[config.mk]
export PLATFORM = sky130hd
export DESIGN_NAME = alu_arbiter
export DESIGN_NICKNAME = d
export VERILOG_FILES = /design/src/rtl/alu_arbiter_pkg.sv /design/src/rtl/alu.sv /design/src/rtl/alu_arbiter_rr.sv /design/src/rtl/alu_arbiter.sv
export SDC_FILE = /design/constraint.sdc
export NUM_CORES = 1
export LEC_CHECK = 0
export CORE_MARGIN = 2
export CORE_UTILIZATION = 47
export DETAILED_ROUTE_END_ITERATION = 7
export PLACE_DENSITY = 0.83
export SYNTH_ARGS = -nofsm -noshare
export SYNTH_HDL_FRONTEND = slang
export SYNTH_SLANG_ARGS = --single-unit
[constraint.sdc]
create_clock -name clk -period 6.2 [get_ports clk]
set_input_delay 1.24 -clock clk [delete_from_list [all_inputs] [get_ports clk]]
set_output_delay 1.24 -clock clk [all_outputs]
set_load 0.02 [all_outputs]
[src/rtl/alu_arbiter_pkg.sv]
// Shared definitions for the arbitrated ALU: datapath width and opcode encoding.
package alu_arbiter_pkg;

  localparam int XLEN = 32;

  localparam logic [2:0] OP_ADD = 3'b000;
  localparam logic [2:0] OP_SUB = 3'b001;
  localparam logic [2:0] OP_AND = 3'b010;
  localparam logic [2:0] OP_OR  = 3'b011;
  localparam logic [2:0] OP_XOR = 3'b100;
  localparam logic [2:0] OP_SLT = 3'b101;

endpackage

[src/rtl/alu.sv]
// Combinational ALU shared by several units. Unused opcodes produce zero.
module alu
  import alu_arbiter_pkg::*;
(
  input  logic [XLEN-1:0] a,
  input  logic [XLEN-1:0] b,
  input  logic [2:0]      op,
  output logic [XLEN-1:0] y
);

  always_comb begin
    y = '0;
    case (op)
      OP_ADD:  y = a + b;
      OP_SUB:  y = a - b;
      OP_AND:  y = a & b;
      OP_OR:   y = a | b;
      OP_XOR:  y = a ^ b;
      OP_SLT:  y = {{(XLEN-1){1'b0}}, ($signed(a) < $signed(b))};
      default: y = '0;
    endcase
  end

endmodule

[src/rtl/alu_arbiter_rr.sv]
// Round-robin arbiter: first asserted request at or after ptr, wrapping mod NREQ.
module rr_arbiter #(
  parameter int NREQ = 4,
  parameter int IDW  = 2
) (
  input  logic [NREQ-1:0] req,
  input  logic [IDW-1:0]  ptr,
  output logic [NREQ-1:0] grant,
  output logic [IDW-1:0]  idx,
  output logic            any
);

  // Outer loop walks priority order; inner loop maps the offset to a fixed position
  // so every bit select uses a plain loop index.
  always_comb begin
    grant = '0;
    idx   = '0;
    any   = 1'b0;
    for (int k = 0; k < NREQ; k++) begin
      for (int p = 0; p < NREQ; p++) begin
        if (!any && req[p] && (p == (int'(ptr) + k) % NREQ)) begin
          any      = 1'b1;
          grant[p] = 1'b1;
          idx      = IDW'(p);
        end
      end
    end
  end

endmodule

[src/rtl/alu_arbiter.sv]
// Shares one ALU among NREQ valid/ready requesters; the result lands in a single
// registered slot tagged with the requester index.
module alu_arbiter
  import alu_arbiter_pkg::*;
#(
  parameter int NREQ = 4,
  parameter int IDW  = 2
) (
  input  logic               clk,
  input  logic               rst_n,
  input  logic [NREQ-1:0]    req_valid,
  output logic [NREQ-1:0]    req_ready,
  input  logic [NREQ*32-1:0] req_a,
  input  logic [NREQ*32-1:0] req_b,
  input  logic [NREQ*3-1:0]  req_op,
  output logic               rsp_valid,
  input  logic               rsp_ready,
  output logic [31:0]        rsp_y,
  output logic [IDW-1:0]     rsp_id,
  output logic [7:0]         busy_cnt
);

  logic [XLEN-1:0] a_arr [NREQ];
  logic [XLEN-1:0] b_arr [NREQ];
  logic [2:0]      op_arr[NREQ];

  logic [NREQ-1:0] grant;
  logic [IDW-1:0]  gidx;
  logic            any_req;
  logic            slot_free;
  logic            accept;
  logic [IDW-1:0]  rr_ptr;
  logic [IDW-1:0]  rr_ptr_next;
  logic [XLEN-1:0] alu_y;

  for (genvar gi = 0; gi < NREQ; gi++) begin : g_unpack
    assign a_arr[gi]  = req_a[32*gi +: 32];
    assign b_arr[gi]  = req_b[32*gi +: 32];
    assign op_arr[gi] = req_op[3*gi +: 3];
  end

  rr_arbiter #(.NREQ(NREQ), .IDW(IDW)) u_rr (
    .req   (req_valid),
    .ptr   (rr_ptr),
    .grant (grant),
    .idx   (gidx),
    .any   (any_req)
  );

  alu u_alu (
    .a  (a_arr[gidx]),
    .b  (b_arr[gidx]),
    .op (op_arr[gidx]),
    .y  (alu_y)
  );

  assign slot_free   = !rsp_valid || rsp_ready;
  assign req_ready   = slot_free ? grant : '0;
  assign accept      = slot_free && any_req;
  // Explicit wrap keeps the pointer in range when NREQ is not a power of two.
  assign rr_ptr_next = (int'(gidx) == NREQ - 1) ? '0 : gidx + 1'b1;

  always_ff @(posedge clk or negedge rst_n) begin
    if (!rst_n) begin
      rsp_valid <= 1'b0;
      rsp_y     <= '0;
      rsp_id    <= '0;
      rr_ptr    <= '0;
      busy_cnt  <= '0;
    end else begin
      if (accept) begin
        rsp_y     <= alu_y;
        rsp_id    <= gidx;
        rsp_valid <= 1'b1;
        rr_ptr    <= rr_ptr_next;
      end else if (rsp_valid && rsp_ready) begin
        rsp_valid <= 1'b0;
      end
      if (|req_valid && !accept && busy_cnt != 8'hFF) begin
        busy_cnt <= busy_cnt + 8'd1;
      end
    end
  end

endmodule

==> flow_summary.ini <==
[floorplanning]
start_util_pct = 48.20
dieArea_sq_um = 20440
die_h_um = 143.0
die_w_um = 143.0
io_pins = 322
rows = 50
fp.coreArea_sq_um = 18830

[timing]
tns_ns = 0
tightest_slew_ns = 1.269
skew_ns = 0.01517
fmax_mhz = 168.5
fin_crit_sh_pct = 95.73
drv_slew = 0
max_slew_margin_pct = 14.53
rsz0062_at_grt = false
finalSetupViolCount = 0
fin_crit_ns = 5.935
hold_viol = 0

[grt]
antenna_found_initial = 0
grt_max_degree = 46
overflow = 0
grt_pass1_vias = 10080
grt_usage_pct = 32.47
grt_pass1_wl_mm = 52.55

[synthesis]
synth.avg_cell_area_sq_um = 7.797
synthTopCellsByArea = mux2i_1 (22%), ha_1 (14%), dfrtp_1 (12%)
synth_top_area_share_pct = 21.84
yosys_warnings = 0
synthCells = 1164
yosysTopAreaCell = mux2i_1
synth-main-ff-cell = dfrtp_1
synth_nets = 1545
synth-seq-cells = 45
synth_edf_count = 0
synthArstFlopShare_pct = 100.0
ys_seq_area_share_pct = 12.41
synth_area_sq_um = 9076
synth.distinct_cells = 87

[drt]
drc = 0
finalWirelength_mm = 34.35
ant_nets = 0
firstDrtPassIters = 6
wl_per_cell_um = 19.47
first_iter_violations = 1074
num_vias = 10450
via_per_inst = 5.921

[clock_tree]
clock_path_buffers = 2
root_buffer = clkbuf_16
cts-hold-fix-buffers = 0
path_clk_slew_ns = 0.08
cts_tree = done
cts_resized = 0
cts.sinks = 45
insertion_delay_ns = 0.31
cts_buffers = 5
htree_levels = 2
post-cts-setup-buffers = 0

[critical_path]
critical_path_class = input port to flip-flop
crit_end = rsp_y[30]
critPathRequiredTime_ns = 6.40
r2r_start = rr_ptr[1]
arrival_ns = 6.14
reg2reg_to = rsp_y[30]
r2r_slack_ns = 1.30
worstRegToRegCells = 18
critPathLaunch = req_valid[2]
cp_max_fo = 19
start_kind = input port
cp-end-kind = flip-flop

[cells_and_area]
fin_cells = 1764
mostFrequentLayoutCell = clkdlybuf4s50_1
nNetsFinal = 1884
fill_cells = 1566
mostFrequentLayoutCells = clkdlybuf4s50_1 (320), mux2i_1 (197), ha_1 (103)
drive_above_1_share_pct = 9.043
regArea_sq_um = 1126
diodes = 0
multi_input_comb_area_sq_um = 7300
area_growth_pct = 45.56

[outcome]
status = finished, final reports clean

[power_and_ir_drop]
p_per_area_nw_per_um2 = 398.1
ir_drop_mv = 0.1967
power.leakage_nw = 5.953

[job]
drv_cap = 0

[worst_hold_path]
hold_path_class = flip-flop to flip-flop
holdCritStartpoint = rsp_y[18]

[place]
dpl.hpwl_mm = 27.69
dp_cells = 1756
portBuffers = 321
place_congestion = 1.061
[cell families after synthesis]
| kind of cell | share of synthesized area, % |
|---|---|
| AOI/OAI and AO/OA | 22.40 |
| xor gates and xnor gates | 3.570 |
| adders and majority gates | 14.78 |
| buffers and inverters | 7.637 |
| DFF | 12.41 |
| muxes | 23.78 |
| and+or+nand+nor | 15.43 |
[per-stage QoR]
stage	cell area (sq um)	setup slack [ns]	hold slack [ns]	util [%]	power (mW)
after detailed placement	13010	0.002008	0.4656	69.09	4.781
after CTS	13190	0.2750	0.4802	70.03	5.148
final	13210	0.2648	0.4748	70.16	5.260
after global routing	13210	0.001056	0.4956	70.16	5.609
after floorplan	9076	0.1536	0.5827	-	3.297
after global placement	13010	0.1764	0.4557	69.09	4.731
[area by class of cell]
type                       instances  area share (%)
clock buffer                       6           1.051
clock inverter                     2          0.2841
inverter                          98           2.784
multi-input combinational        946           55.25
sequential                        45           8.524
tap                              260           2.462
timing repair buffer             407           29.64
[routing by layer]
metal	wire, um	track usage [%]
met2	16170	55.88
met5	0	0
met4	1012	9.067
met3	3562	7.411
met1	13610	40.61
[Yosys cell counts (7+ instances only)]
cell type / instances
and3_1: 10
mux2i_1: 198
mux2_2: 8
o22ai_1: 11
clkbuf_1: 28
a211oi_1: 19
nor2_1: 97
nor4_1: 8
ha_1: 104
nor2b_1: 11
a22o_1: 11
a21oi_1: 75
a221oi_1: 9
nand3_1: 16
nor3_1: 22
dfrtp_1: 45
o211ai_1: 23
nand4_1: 7
buf_2: 20
nand2b_1: 9
xnor2_1: 31
o21ai_0: 49
o21bai_1: 11
a21o_1: 10
buf_1: 24
inv_1: 97
a31oi_1: 7
nand2_1: 84
[power breakdown]
| part | switching, mW | internal [mW] |
|---|---|---|
| Clock | 0.141 | 0.202 |
| Combinational | 2.51 | 1.91 |
| Sequential | 0.0848 | 0.409 |
[worst min-delay path by stage]
| stage | endpoint | slack, ns | cells past startpoint |
|---|---|---|---|
| final | rsp_y[18] | 0.47 | 2 |
| after global routing | rsp_y[17] | 0.50 | 2 |
| after CTS | rsp_y[18] | 0.48 | 2 |
| after detailed placement | rsp_y[18] | 0.47 | 2 |
| after global placement | rsp_y[18] | 0.46 | 2 |
| after floorplan | rsp_y[18] | 0.58 | 2 |
[flip-flops by register name (all words and copies together), names as in the netlist]
name and flops:
busy_cnt 8, rr_ptr 2, rsp_valid 1, rsp_y 32, rsp_id 2
[critical path, stage by stage]
cell and delay, ns:
clkdlybuf4s50_1 0.59, nor2b_1 0.21, a21boi_1 0.19, o31a_2 0.22, buf_12 0.21, mux2i_1 0.53
inv_1 0.16, fa_1 0.45, nor2b_1 0.19, o31a_1 0.20, nor2_1 0.10, o31ai_2 0.32
a311oi_1 0.19, o21a_1 0.25, o21ai_1 0.19, a41oi_1 0.19, a311o_1 0.41, o31a_1 0.28
Note: power is estimated with default switching activity, not from simulation.
